File: src/rtl/image_ram_writer.sv
// Write-side sequencer for the dual-port image RAM: streams one frame of DEPTH pixels into addresses 0..DEPTH-1.
// Optional IMG_WR_CHECKSUM_EN adds a running modulo-2**DATA_W checksum output of the accepted pixels.
module image_ram_writer #(
  parameter int DATA_W = 8,
  parameter int ADDR_W = 4,
  parameter int DEPTH  = 16
) (
  input  logic              clock,
  input  logic              reset_n,
  input  logic              start,
  input  logic              s_valid,
  input  logic [DATA_W-1:0] s_data,
  output logic              s_ready,
  output logic [ADDR_W-1:0] wraddress,
  output logic [DATA_W-1:0] data,
  output logic              we,
  output logic              busy,
  output logic              done
`ifdef IMG_WR_CHECKSUM_EN
  ,
  output logic [DATA_W-1:0] checksum
`endif
);

  typedef enum logic [1:0] {IDLE, WRITE, DONE} state_t;

  localparam logic [ADDR_W-1:0] LAST = ADDR_W'(DEPTH - 1);

  state_t            state, state_nxt;
  logic [ADDR_W-1:0] cnt;
  logic              accept;
  logic              last;

  assign accept = s_valid & s_ready;
  assign last   = accept && (cnt == LAST);

  always_ff @(posedge clock or negedge reset_n) begin
    if (!reset_n) state <= IDLE;
    else          state <= state_nxt;
  end

  always_comb begin
    state_nxt = state;
    s_ready   = 1'b0;
    busy      = 1'b1;
    done      = 1'b0;
    case (state)
      IDLE: begin
        busy = 1'b0;
        if (start) state_nxt = WRITE;
      end
      WRITE: begin
        s_ready = 1'b1;
        if (last) state_nxt = DONE;
      end
      // final pixel's write lands in this cycle, so done lines up with the last we
      DONE: begin
        done      = 1'b1;
        state_nxt = IDLE;
      end
      default: state_nxt = IDLE;
    endcase
  end

  always_ff @(posedge clock or negedge reset_n) begin
    if (!reset_n) begin
      we        <= 1'b0;
      wraddress <= '0;
      data      <= '0;
      cnt       <= '0;
    end else begin
      we <= accept;
      if (accept) begin
        wraddress <= cnt;
        data      <= s_data;
        cnt       <= last ? '0 : cnt + 1'b1;
      end
    end
  end

`ifdef IMG_WR_CHECKSUM_EN
  always_ff @(posedge clock or negedge reset_n) begin
    if (!reset_n)                    checksum <= '0;
    else if (state == IDLE && start) checksum <= '0;
    else if (accept)                 checksum <= checksum + s_data;
  end
`endif

endmodule

File: config.mk
export PLATFORM = sky130hd
export DESIGN_NAME = image_ram_writer
export DESIGN_NICKNAME = d
export VERILOG_FILES = /design/src/rtl/image_ram_writer.sv
export SDC_FILE = /design/constraint.sdc
export NUM_CORES = 1
export LEC_CHECK = 0
export BUFFER_PORTS_ARGS = -buffer_cell sky130_fd_sc_hd__buf_2
export CORE_MARGIN = 4
export CORE_UTILIZATION = 45
export DETAILED_ROUTE_END_ITERATION = 8
export HOLD_SLACK_MARGIN = 0.02
export PLACE_DENSITY_LB_ADDON = 0.15
export SLEW_MARGIN = 5
export SYNTH_ARGS = -nofsm -noshare
export SYNTH_HDL_FRONTEND = slang
export SYNTH_SLANG_ARGS = --single-unit
File: constraint.sdc
create_clock -name clock -period 1.4 [get_ports clock]
set_input_delay 0 -clock clock [delete_from_list [all_inputs] [get_ports clock]]
set_output_delay 0 -clock clock [all_outputs]
set_load 0.05 [all_outputs]
# Word level (Yosys, flattened, before mapping)
# Index checks and enable logic that the tools add are counted.
# word_totals
register_bits	19
inputBits	12
word_cells	22
# classes
addsub	1
eq_ne	5
muxes	7
bitwise_logic	1
reduce_logical	3
# ops
cell	count
$add 4x1->4 const B	1
$eq 4x4->1 const B	1
$mux 2	2
$mux 4	1
$ne 2x2->1 const B	2
$pmux 2 s2	1
$mux 1	3
$eq 2x1->1 const B	1
$eq 2x2->1 const B	1
$logic_not 2->1	1
$reduce_and 2->1	1
$and 1x1->1	1
$logic_and 1x1->1	1

# Depth between registers and ports, before layout
# Gate-level depths: netlist (run 1).
# logic_depth
word_depth	6
depth_mapped	5

# Worst setup path before layout (run 1)
# No wires, ideal clock.
# synth_path
path_kind	register to output
from	register state[0]
to	output port s_ready
arrival_time_ns	1.160
t_required_ns	1.400
path_slack_ns	0.240
path_stages_with_launch	2
path_buffers	0
path_cell_list	dfrtp_1 nor2b_1
# synth_between
elab_chain_len	2
# synth_lines
item	line_no	text
start, declared	29	state_t state, state_nxt;
start signal, assigned	39	else state <= state_nxt;
$eq 2x1->1	47	case (state)
$mux 1	47	
end, declared	13	output logic s_ready,
# No other way between the ends.

# Worst setup path after layout (run 1)
# layout_path
from	register state[0]
to	output port busy
# layout_between
elab_chain_len	2
# layout_lines
item	line_no	text
$logic_not 2->1	47	
$mux 1	47	
end, declared	17	output logic busy,
# No other way between the ends.

==> metrics.cfg, run 1 <==
[cells_and_area]
area_delta_synth_final_pct=35.2
diodes=0
stdcell_area_sq_um=1040
final_cell_mix=39 x nand2_1, 27 x buf_2, 19 x dfrtp_1
fillers=138
regArea_sq_um=475
multi_input_area_sq_um=267
final_common_cell=nand2_1
drive_gt1_frac=0.288
final_core_util=0.665
fin_nets=132

[power_and_ir_drop]
p_per_area_nw_per_um2=2050
p_total_w=0.00213
leakage_nw=0.557
irDropWorstVdd_v=0.000963

[clock_network]
cts_buffers=3
ctsResizeCount=0
cts_buffer_depth=2
cts-root-buf=clkbuf_4
hold_buffers=10
postCtsSetupRepairBufs=0
clk_pin_slew_ns=0.10
cts_sinks=19
cts_tree=built
clk_latency_ns=0.29
htreeDepth=1

[drt]
dr.pass1.iters=4
ant_nets=0
drt-initial-drc-count=11
postRouteWirelength_microns=1470
drc=0
wl_per_cell_microns=11.0
routed_via_density=4.71
vias=631

[place]
post-place-ws_ns=0.240
hpwlAfterDp_microns=1050
gp_congestion=0.754
port_buffers=27
placed_area_sq_um=911

[min_path]
hold_path_class=in -> reg

[timing]
grt_setup_unrepaired=false
fin_crit_ns=1.24
final.period_utilization=0.884
fin_ws_ns=0.162
slew-limit-headroom=0.731
skew_ns=0.00429
hold_viol=0
drv_slew=0
fmax_mhz=808
tns_ns=0
finalSetupViolations=0
tightest_slew_ns=0.403

[setup_path]
cp_top_family=flip-flops
critical_path_class=reg -> out
slowest_delay_ns=0.45
r2r_slack_ns=0.23
path_buf_inv=1
cp.required_ns=1.40
end_kind=output port
cp-start-kind=flop
critPathSlowestCell=dfrtp_1
critPathMaxFanout=6
path_cells=or2_2 > buf_2
arrival_ns=1.24

[synthesis]
synth_warnings=0
ys_seq_elements=19
synth_top_family_by_area=simple AND/OR/NAND/NOR gates
avgSynthCellArea_sq_um=9.83
synth_xor_area_frac=0.0228
ys_seq_area_frac=0.620
syn-num-nets=91
synth_area_leader_cell=dfrtp_1
ys.flop_type=dfrtp_1
synth_fa_ha_area_frac=0.0163
syn-cell-area_sq_um=767
postSynthCellCount=78
synthSimpleGateAreaFrac=0.289
synth_compound_area_frac=0.0196
synth.top_cell.area_share=0.620
yosys-mux-area-fraction=0
synthTopCellsByArea=dfrtp_1 62%, nand2_1 19%, nand3b_4 2.6%, xnor2_1 2.3%, ha_1 1.6%
ys_types=18
synth_edf_count=0
async_reset_ff_frac=1.00

[die]
dieArea_sq_um=2430
core_area_sq_um=1560
die_w_microns=49.3
ios=28
initial_core_util=0.492
num_rows=14
die_h_microns=49.3

[global_route]
grt_start_max_net_pins=20
overflow=0
grt_pass1_wl_microns=2620
grt_pass1_vias=607
antenna_found_initial=0
grtUsageTotal=0.140

[run]
maxCapViolCount=0

[outcome]
status=finished clean

==> cells by family after synthesis <==
| group | after synthesis |
|---|---|
| AOI/OAI and AO/OA | 3 |
| xor gates and xnor gates | 2 |
| adders and majority gates | 1 |
| buffers and inverters | 3 |
| DFF | 19 |
| and+or+nand+nor | 50 |
==> power by group <==
group | leakage [nW] | total, W | switching [W] | internal (W)
Combinational | 0.312 | 0.000992 | 0.000726 | 0.000266
Sequential | 0.231 | 0.000871 | 0.000139 | 0.000732
Clock | 0.0150 | 0.000267 | 0.000156 | 0.000111
==> worst min-delay path: stages <==
cell	delay, ns
buf_2	0.12
nand4b_1	0.11
nand2_1	0.06
==> state kept, by name (all words and copies together), names as in the netlist <==
signal and count:
data 8, cnt 4, state 2, wraddress 4, we 1
==> synth_stat cells (all sizes together) (2+ instances only) <==
cell    n
nor2    3
nand2  39
xnor2   2
dfrtp  19
nor2b   2
o21ai   2
buf     2
==> final cells by class <==
class | count | area share
Timing Repair Buffer | 38 | 0.234
Multi-Input combinational cell | 56 | 0.257
Clock buffer | 4 | 0.0253
Inverter | 1 | 0.00603
Tap cell | 16 | 0.0193
Sequential cell | 19 | 0.458
==> routing by layer <==
| layer | part of all wire | wire length, microns | track usage |
|---|---|---|---|
| met2 | 0.51 | 746 | 0.243 |
| met4 | 0.010 | 15 | 0.0711 |
| met1 | 0.43 | 630 | 0.166 |
| met3 | 0.055 | 81 | 0.0183 |
| met5 | 0 | 0 | 0 |
==> worst paths after layout <==
| check | start | to | cells after the start |
|---|---|---|---|
| setup / recovery | state[0] | busy | 2 |
| hold / removal | s_valid | wraddress[2] | 3 |
| setup reg to reg | state[1] | cnt[2] | 4 |
| hold reg to reg | wraddress[0] | wraddress[0] | 2 |
| max in group asynchronous | reset_n | cnt[2] | 2 |
| min in group asynchronous | reset_n | wraddress[3] | 2 |
==> per-stage QoR <==
stage                     std cells  hold WS [ns]
after floorplan                  78        -0.296
after global placement          120       -0.0453
after detailed placement        120       -0.0426
after CTS                       134        0.0231
after global routing            134        0.0271
final                           134        0.0352
No activity file was read; power rests on OpenSTA's default activity.
==> run 2, diff against run 1 <==
==> constraint.sdc (replaced) <==
create_clock -name clock -period 1.5 [get_ports clock]
set_input_delay 0 -clock clock [delete_from_list [all_inputs] [get_ports clock]]
set_output_delay 0 -clock clock [all_outputs]
set_load 0.05 [all_outputs]
==> run 2 against run 1 <==
Cell count down 0.75%. Non-clock buffer count down 1. First-iteration DRC count is 45% lower. Sequential cell count unchanged. Largest cell class unchanged. Highest routed layer unchanged. Sequential share of layout area rose by 0.33 points.
==> metrics.cfg, run 2 (synthesized netlist as in run 1, its figures left out) <==
[die]
dieArea_sq_um=2430
die_w_microns=49.3
num_rows=14
core_area_sq_um=1560
initial_core_util=0.492
ios=28
die_h_microns=49.3

[timing]
tns_ns=0
skew_ns=0.00720
grt_setup_unrepaired=false
finalSetupViolations=0
slew-limit-headroom=0.727
holdWs_ns=0.0430
tightest_slew_ns=0.410
fmax_mhz=801
final.period_utilization=0.832
fin_ws_ns=0.252
hold_viol=0
drv_slew=0
fin_crit_ns=1.25

[drt]
drt-initial-drc-count=6
dr.pass1.iters=2
postRouteWirelength_microns=1480
vias=616
routed_via_density=4.63
drc=0
wl_per_cell_microns=11.1
ant_nets=0

[cells_and_area]
final_common_cell=nand2_1
drive_gt1_frac=0.282
stdcell_area_sq_um=1030
largest_registers=data: 8 flops, cnt: 4 flops, wraddress: 4 flops
area_delta_synth_final_pct=34.3
final_core_util=0.661
diodes=0
regMostFlops=data
largest_register_ffs=8
final_cell_mix=39 x nand2_1, 27 x buf_2, 19 x dfrtp_1
fin_nets=131

[global_route]
overflow=0
grtUsageTotal=0.135
grt_pass1_wl_microns=2550
antenna_found_initial=0
grt_start_max_net_pins=20
grt_pass1_vias=551

[clock_network]
cts_sinks=19
ctsResizeCount=0
clk_pin_slew_ns=0.10
cts_buffer_depth=2
clk_latency_ns=0.29
htreeDepth=1
cts_buffers=3
cts_tree=built
cts-root-buf=clkbuf_4

[setup_path]
critPathSlowestCell=dfrtp_1
arrival_ns=1.25
critical_path_class=reg -> out
slowest_delay_ns=0.45
cp.required_ns=1.50
path_cells=or2_2 > buf_2
cp-start-kind=flop
end_kind=output port
critPathMaxFanout=6

[place]
port_buffers=27
placed_area_sq_um=903
gp_congestion=0.742
hpwlAfterDp_microns=1000
post-place-ws_ns=0.282

[run]
maxCapViolCount=0

[min_path]
hold_path_class=in -> reg

[power_and_ir_drop]
p_per_area_nw_per_um2=1930
irDropWorstVdd_v=0.00104
leakage_nw=0.552

[outcome]
status=finished clean

[run 2: what timing repair did]
| item | in CTS | in global routing |
|---|---|---|
| hold buffers | 10 | 0 |
| setup buffers | 0 | 0 |
| hold endpoints to repair | 28 | 0 |
[run 2: final timing paths]
kind / start / cells after the start / endpoint / slack, ns
max: state[0] / 2 / busy / 0.25
min: s_valid / 3 / wraddress[2] / 0.04
max reg2reg: state[1] / 4 / cnt[2] / 0.27
min reg2reg: data[4] / 2 / data[4] / 0.48
max in group asynchronous: reset_n / 2 / state[0] / 1.04
min in group asynchronous: reset_n / 2 / we / 0.16
[run 2: final cells by class]
| type | instances | area [sq um] |
|---|---|---|
| timing repair buffer | 37 | 235 |
| fill | 144 | 529 |
| multi-input combinational | 56 | 267 |
| inverter | 1 | 6.26 |
| clock buffer | 4 | 26.3 |
| tap | 16 | 20.0 |
| sequential | 19 | 475 |
[run 2: where the power goes]
| part | switching, W | total [W] | internal (W) |
|---|---|---|---|
| clock | 0.000148 | 0.000251 | 0.000103 |
| combinational | 0.000680 | 0.000922 | 0.000242 |
| sequential | 0.000130 | 0.000813 | 0.000683 |
[run 2: metrics by stage]
stage                     cells  power, W
final                       133   0.00199
after global routing        133   0.00213
after CTS                   133   0.00200
after detailed placement    119   0.00173
after global placement      119   0.00172
after floorplan              78   0.00153
[run 2: per-layer routing]
layer	GRT usage	vias up	share of wire
met5	0	-	0
met3	0.0306	2	0.051
met2	0.196	15	0.45
li1	-	325	-
met4	0.0711	0	0.010
met1	0.186	274	0.48
[run 2: critical path: cells and delay by family (launching register included)]
kind,cells,cell delay [ns]
flops,1,0.45
simple gates,1,0.30
buf+inv,1,0.21
